==> src/rtl/nibble_serial_adder_ctrl.sv <==
// nibble_serial_adder_ctrl: WIDTH-bit add/sub done over N=WIDTH/4 cycles on one 4-bit CLA cell, LSB nibble first.
module ic_7483 (
  input  logic [3:0] i_a,
  input  logic [3:0] i_b,
  input  logic       i_c0,
  output logic [3:0] o_s,
  output logic       o_c4
);
  logic [3:0] w_g, w_p, w_c;
  assign w_g = i_a & i_b;
  assign w_p = i_a ^ i_b;
  assign w_c[0] = i_c0;
  assign w_c[1] = w_g[0] | (w_p[0] & i_c0);
  assign w_c[2] = w_g[1] | (w_p[1] & w_g[0]) | (w_p[1] & w_p[0] & i_c0);
  assign w_c[3] = w_g[2] | (w_p[2] & w_g[1]) | (w_p[2] & w_p[1] & w_g[0]) | (w_p[2] & w_p[1] & w_p[0] & i_c0);
  assign o_c4 = w_g[3] | (w_p[3] & w_g[2]) | (w_p[3] & w_p[2] & w_g[1]) | (w_p[3] & w_p[2] & w_p[1] & w_g[0]) | (&w_p & i_c0);
  assign o_s = w_p ^ w_c;
endmodule

module nibble_serial_adder_ctrl #(
  parameter int WIDTH = 16
) (
  input  logic             clk,
  input  logic             rst,
  input  logic             start,
  input  logic [WIDTH-1:0] a,
  input  logic [WIDTH-1:0] b,
  input  logic             cin,
  input  logic             sub,
  output logic             busy,
  output logic             done,
  output logic [WIDTH-1:0] sum,
  output logic             cout,
  output logic             ovf
);
  localparam int N  = WIDTH / 4;
  localparam int IW = $clog2(N);
  typedef enum logic [1:0] {IDLE, RUN, DONE} state_t;
  state_t           r_state;
  logic [IW-1:0]    r_idx;
  logic [WIDTH-1:0] r_opa, r_opb, r_sum;
  logic             r_carry, r_cout, r_ovf;
  logic [3:0]       w_na, w_nb, w_s;
  logic             w_c4;
  assign w_na = r_opa[4*r_idx +: 4];
  assign w_nb = r_opb[4*r_idx +: 4];
  ic_7483 u_add (.i_a(w_na), .i_b(w_nb), .i_c0(r_carry), .o_s(w_s), .o_c4(w_c4));
  always_ff @(posedge clk or posedge rst) begin
    if (rst) begin
      r_state <= IDLE;
      r_idx   <= '0;
      r_opa   <= '0;
      r_opb   <= '0;
      r_sum   <= '0;
      r_carry <= 1'b0;
      r_cout  <= 1'b0;
      r_ovf   <= 1'b0;
    end else if (r_state == RUN) begin
      r_sum[4*r_idx +: 4] <= w_s;
      r_carry <= w_c4;
      r_idx   <= r_idx + IW'(1);
      if (r_idx == IW'(N - 1)) begin
        r_cout  <= w_c4;
        // carry into the MSB is recovered from the MSB sum bit and its operands
        r_ovf   <= r_opa[WIDTH-1] ^ r_opb[WIDTH-1] ^ w_s[3] ^ w_c4;
        r_state <= DONE;
      end
    end else if (start) begin
      r_opa   <= a;
      r_opb   <= sub ? ~b : b;
      r_carry <= sub | cin;
      r_sum   <= '0;
      r_cout  <= 1'b0;
      r_ovf   <= 1'b0;
      r_idx   <= '0;
      r_state <= RUN;
    end else begin
      r_state <= IDLE;
    end
  end
  assign busy = (r_state == RUN);
  assign done = (r_state == DONE);
  assign sum  = r_sum;
  assign cout = r_cout;
  assign ovf  = r_ovf;
endmodule

==> config.mk <==
export PLATFORM = sky130hd
export DESIGN_NAME = nibble_serial_adder_ctrl
export DESIGN_NICKNAME = d
export VERILOG_FILES = /design/src/rtl/nibble_serial_adder_ctrl.sv
export SDC_FILE = /design/constraint.sdc
export NUM_CORES = 1
export LEC_CHECK = 0
export ABC_CLOCK_PERIOD_IN_PS = 6750
export CELL_PAD_IN_SITES_DETAIL_PLACEMENT = 2
export CELL_PAD_IN_SITES_GLOBAL_PLACEMENT = 2
export CORE_MARGIN = 2
export CORE_UTILIZATION = 35
export CTS_CLUSTER_DIAMETER = 80
export DETAILED_ROUTE_END_ITERATION = 8
export PLACE_DENSITY_LB_ADDON = 0.1
export SLEW_MARGIN = 20
export SYNTH_ARGS = -nofsm -noshare
export SYNTH_HDL_FRONTEND = slang
export SYNTH_SLANG_ARGS = --single-unit
==> constraint.sdc <==
create_clock -name clk -period 6.75 [get_ports clk]
set_input_delay 1.6875 -clock clk [delete_from_list [all_inputs] [get_ports clk]]
set_output_delay 1.6875 -clock clk [all_outputs]
set_load 0.02 [all_outputs]
# Yosys cells after proc, flatten, opt, wreduce, memory -nomap -nowiden
# Index checks and enable logic that the tools add are counted.
dict set report classes {
  n_reduce_logical 4
  n_mux 16
  n_addsub 2
  n_shift 4
  n_bitwise 34
  n_eq_ne 4
}
# operator count
set op_table {}
lappend op_table {{$mux W16} 3}
lappend op_table {{$neg A4 Y34} 1}
lappend op_table {{$shift A4 B34 Y16 const A} 1}
lappend op_table {{$shiftx A4 B34 Y16} 1}
lappend op_table {{$shiftx A16 B5 Y4} 2}
lappend op_table {{$bwmux W16} 1}
lappend op_table {{$not A16 Y16} 1}
lappend op_table {{$and A1 B1 Y1} 15}
lappend op_table {{$or A1 B1 Y1} 11}
lappend op_table {{$mux W1} 8}
lappend op_table {{$mux W2} 4}
lappend op_table {{$xor A4 B4 Y4} 2}
lappend op_table {{$and A4 B4 Y4} 1}
lappend op_table {{$eq A2 B2 Y1 const B} 2}
lappend op_table {{$reduce_and A2 Y1} 2}
lappend op_table {{$reduce_and A4 Y1} 1}
lappend op_table {{$xor A1 B1 Y1} 3}
lappend op_table {{$add A2 B1 Y2 const B} 1}
lappend op_table {{$eq A2 B1 Y1 const B} 1}
lappend op_table {{$ne A2 B1 Y1 const B} 1}
lappend op_table {{$reduce_bool A2 Y1} 1}
lappend op_table {{$not A1 Y1} 1}
dict set report word_totals {
  register_bits 55
  elab_cells 72
  input_bits 37
  out_inout_bits 20
}

# Logic depth before layout (Yosys ltp)
dict set report logic_depth {
  depth_word 11
  mapped_depth 8
  depth_no_buf 7
}

# By module
# Synthesis repeated with hierarchy kept, for this count alone.
dict set report hier_totals {
  hier_cells 214
  area_unflattened_um2 2846.5
}
# mod area_per_inst_um2 instances seq_area_each_um2 cells_per_inst
set modules_own_cells {}
lappend modules_own_cells {nibble_serial_adder_ctrl 2698.8 1 1376.3 197}
lappend modules_own_cells {ic_7483 147.6 1 0.0 17}

# Worst setup path after synthesis
# No wires, ideal clock.
dict set report synth_path {
  path_type {flip-flop to flip-flop}
  start {register r_idx[0]}
  end {register r_ovf, in the netlist ovf}
  setup_time_ps 128
  path_stages_with_launch 9
  synth_period_minus_slack_ps 2573
  required_time_ps 6622
  arrival_time_ps 2445
  slack_ps 4177
  n_path_buf 1
  cell_sequence {dfrtp_1 -> buf_4 -> mux4_2 -> ha_1 -> a211oi_2 -> o21a_4 -> o311ai_1 -> a211oi_1 -> o21ai_1}
}
dict set report synth_between {
  elab_chain_len 11
  word_cells_on_any_way 31
  classes_between {2 x eq/ne; 2 x shift; 2 x mux; 23 x bitwise; 2 x reduce/logical}
}
# item line_no
set synth_rtl {}
lappend synth_rtl {{from (decl)} 40} ;# logic [IW-1:0] r_idx;
lappend synth_rtl {{from (signal assigned)} 61} ;# r_idx <= r_idx + IW'(1);
lappend synth_rtl {{$shiftx A16 B5 Y4, on equally long branches} {45, 46}}
lappend synth_rtl {{$xor A4 B4 Y4 / $and A4 B4 Y4 (equally long branches)} {11, 10}}
lappend synth_rtl {{$and A1 B1 Y1} 15} ;# assign w_c[3] = w_g[2] | (w_p[2] & w_g[1]) | (w_p[2] & w_p[1] & w_g[0]) | (w_p[2] & w_p[1] & w_p[0] & i_c0);
lappend synth_rtl {{$or A1 B1 Y1 / $and A1 B1 Y1 (equally long branches) (2 in series)} 15}
lappend synth_rtl {{$or A1 B1 Y1} 15}
lappend synth_rtl {{$xor A4 B4 Y4} 17} ;# assign o_s = w_p ^ w_c;
lappend synth_rtl {{$xor A1 B1 Y1 (2 in series)} 65} ;# r_ovf <= r_opa[WIDTH-1] ^ r_opb[WIDTH-1] ^ w_s[3] ^ w_c4;
lappend synth_rtl {{$mux W1} 62} ;# if (r_idx == IW'(N - 1)) begin
lappend synth_rtl {{$mux W1} 58} ;# end else if (r_state == RUN) begin
lappend synth_rtl {{to (signal assigned)} 65}
lappend synth_rtl {{to (decl)} 42} ;# logic r_carry, r_cout, r_ovf;
# Several ways; a longest one is shown, not always the timed one. The select of a mux whose other input is x is not followed.
# A chain may end at the register's enable or synchronous reset.

# Worst setup path in the final report
dict set report layout_path {
  start {register r_state[1]}
  end {output busy}
}
dict set report layout_between {
  elab_chain_len 1
}
# item line_no
set layout_rtl {}
lappend layout_rtl {{from (decl)} 39} ;# state_t r_state;
lappend layout_rtl {{from (signal assigned)} 50} ;# r_state <= IDLE;
lappend layout_rtl {{from (signal assigned)} 66} ;# r_state <= DONE;
lappend layout_rtl {{from (signal assigned)} 76} ;# r_state <= RUN;
lappend layout_rtl {{$eq A2 B1 Y1} 81} ;# assign busy = (r_state == RUN);
lappend layout_rtl {{to (decl)} 30} ;# output logic busy,
# No other way between the ends.

==> impl_summary.log <==
[metrics] total wirelength of the detailed-routed design: 6.75 mm
[metrics] met2 wire length: 3.49 mm
[metrics] width of the chip: 92.6 um
[metrics] Simple-Gate Fraction of Synth Area: 0.152
[metrics] total leakage power: 1.54 nW
[metrics] number of input and output port buffers inserted: 56
[metrics] post-detail-place hpwl: 4.91 mm
[metrics] predominant post-synthesis flop cell: dfrtp_1
[metrics] summed instance area of the synthesized netlist: 2750 um2
[metrics] Detail Route met3 WL: 216 um
[metrics] number of detailed-route iterations in the first pass: 4
[metrics] run status: completed
[metrics] number of routed nets with antenna violations: 0
[metrics] CTS max path bufs: 2
[metrics] average cell area after synthesis: 10.9 um2
[metrics] library cell occupying the most area in the post-synthesis netlist: dfrtp_1
[metrics] global placement routability congestion: 0.754
[metrics] number of global-route vias before repair: 2217
[metrics] Register Area: 1380 um2
[metrics] Power Dens Cells: 527 nW/um2
[metrics] Post-Layout Inst Area: 3510 um2
[metrics] maximum clock frequency: 301 MHz
[metrics] clock transition time at the flip-flop clock pins of the worst setup and hold paths: 90 ps
[metrics] net count of the mapped netlist: 300
[metrics] Cell Area, Placed: 3390 um2
[metrics] dominant combinational cell family by area after synthesis: simple AND/OR/NAND/NOR gates
[metrics] fraction of final layout cells with drive strength greater than 1: 0.0974
[metrics] Crit path required time: 5060 ps
[metrics] most instantiated library cell after synthesis: nand2_1
[metrics] Flop pwr share: 0.317
[metrics] per-cell routed wire length: 16.5 um
[metrics] warning count from the yosys run: 0
[metrics] Boundary Pins: 57
[metrics] Max VDD drop: 0.000212 V
[metrics] critical path fanouts, max: 10
[metrics] placeable core region: 7690 um2
[metrics] Clock Sinks: 55
[metrics] PostCTS Resize Cnt: 0
[metrics] area occupied by multi-input gates: 1280 um2
[metrics] diode count: 0
[metrics] CTS Hold Bufs: 0
[metrics] latest clock arrival within the worst-skew pair: 310 ps
[metrics] clock period minus worst slack: 3320 ps
[metrics] EDFF count, synth: 0
[metrics] share of Yosys cell area claimed by the top area cell type: 0.500
[metrics] unrepaired setup endpoints after global routing: false
[metrics] initial standard-cell utilization of the core: 0.358
[metrics] Final Setup Violations: 0
[metrics] average via count per standard cell: 5.07
[metrics] filler cell count: 844
[metrics] total number of vias: 2078
[metrics] number of clock buffers inserted by TritonCTS: 5
[metrics] Highest Signal Layer: met4
[metrics] final setup TNS: 0 ps
[metrics] count of state elements after synthesis: 55
[metrics] number of DRC violations after detailed routing: 0
[metrics] Max Clock Skew: 8.71 ps
[metrics] Clock Power Share: 0.122
[metrics] worst hold margin: 479 ps
[metrics] chip height: 92.6 um
[metrics] largest cells by area after synthesis: dfrtp_1 (50%), nand2_1 (9.7%), mux4_2 (6.6%)
[metrics] non-filler cells, final: 410
[metrics] routed length on met1: 2.92 mm
[metrics] min-delay worst type: flop to flop
[metrics] count of pins over their slew limit: 0
[metrics] Area growth, synth to finish: 27.6%
[metrics] number of DRC markers after the initial detailed-route iteration: 42
[metrics] switching power summed over all nets: 0.834 mW
[metrics] path type of the worst setup path: flop to output port
[metrics] Clk Tree Root Cell: clkbuf_8
[metrics] final number of hold-violating endpoints: 0
[metrics] Cell Int Power: 1.01 mW
[metrics] post-synthesis cell count: 253
[metrics] die area: 8580 um2
[metrics] Final Worst Setup Slack: 3430 ps
[metrics] measured slew at the worst slew-check pin: 965 ps
[metrics] compound-cell area share of the yosys netlist: 0.135
[metrics] total setup buffers inserted after CTS: 0
[metrics] gr usage total: 0.173
[metrics] capturing element type of the critical path: output port
[metrics] maximum level of the CTS H-tree: 2
[metrics] CTS tree: done
[metrics] cell count after placement: 402
[metrics] switching share of total power: 0.451
[metrics] post-route fraction of the period consumed by the critical path: 0.492
[metrics] data arrival time of the worst path: 1630 ps
[metrics] synthesized-area fraction occupied by adder cells: 0.0482
[metrics] Final Net Count: 354
[metrics] total global routing overflow: 0
[metrics] Setup crit start kind: flop
[metrics] Relative slew margins: 0.355
[metrics] combinational power share: 0.561
[metrics] max-capacitance violation count: 0
[metrics] list of most frequent post-synthesis cells: nand2_1 (71), dfrtp_1 (55), o21ai_0 (19), xnor2_1 (18), a22o_1 (16)
[metrics] number of antenna violations at the first check in global routing: 0
[metrics] post-synthesis async set-or-reset flop share: 1.00
[metrics] post-synthesis mux area share: 0.0655
[metrics] site row count: 32
[metrics] Netlist cell types: 38
[metrics] maximum number of pins on one net before global-route repair: 56
[metrics] worst setup slack after placement: 3190 ps
[metrics] wire length of the first global-routing pass: 11.5 mm
[metrics] XOR/XNOR Fraction of Synth Area: 0.0664
[metrics] register area share after synthesis: 0.500
==> layout by cell type, fill, tap and decap left out, types with 5 or more instances in the layout <==
cell type        count
a21oi_1              6
a22o_1              16
clkbuf_8             6
clkdlybuf4s50_1     56
dfrtp_1             55
ha_1                 9
inv_1                5
mux4_2               8
nand2_1             71
nor2_1               6
o21ai_0             19
xnor2_1             18
==> layout make-up <==
cell class,count,area share
Clock buffer,6,0.0235
Timing Repair Buffer,58,0.164
Clock inverter,2,0.00998
Tap cell,102,0.0364
Sequential cell,55,0.392
Multi-Input combinational cell,180,0.366
Inverter,7,0.00784
==> logic make-up (layout without fill, tap and decap cells) <==
kind of cell	after synthesis	in the layout
and+or+nand+nor	89	89
DFF	55	55
AOI/OAI and AO/OA	53	53
xor gates and xnor gates	20	20
buffers and inverters	18	73
adders and majority gates	10	10
muxes	8	8
==> flip-flops by register name (all words and copies together), names as in the netlist <==
name,cells
r_opa,16
r_opb,16
sum,16
r_idx,2
r_state,2
cout,1
ovf,1
r_carry,1
==> worst max-delay path, stage by stage, from the launching register on <==
cell and delay (ps):
dfrtp_1 380, nand2b_4 170, clkinv_2 140, clkdlybuf4s50_1 630
==> metal layers <==
layer,vias up,GRT usage
li1,969,-
met1,1055,0.218
met2,44,0.306
met3,10,0.0293
met4,0,0.0539
met5,-,0
==> per-stage QoR <==
stage / power (mW) / util
6_report: 1.85 / 0.457
5_1_grt: 2.01 / 0.457
4_1_cts: 1.88 / 0.457
3_5_place_dp: 1.64 / 0.441
3_3_place_gp: 1.59 / 0.441
2_1_floorplan: 1.28 / -
==> worst paths after layout <==
kind	from	endpoint	slack (ps)	cells past startpoint
hold / removal	r_opa[14]	r_opa[14]	480	2
max in group asynchronous	rst	r_opb[3]	4390	3
min in group asynchronous	rst	sum[4]	1900	3
setup reg to reg	r_idx[0]	sum[3]	3650	6
setup / recovery	r_state[1]	busy	3430	3
hold reg to reg	r_opa[14]	r_opa[14]	480	2
==> power groups by stage <==
stage	logic (mW)	registers (mW)	clock network, mW
2_1_floorplan	0.699	0.585	0
3_3_place_gp	1.00	0.589	0
3_5_place_dp	1.04	0.596	0
4_1_cts	1.06	0.589	0.234
5_1_grt	1.15	0.611	0.246
6_report	1.04	0.585	0.226
Note: power is estimated with default switching activity, not from simulation.
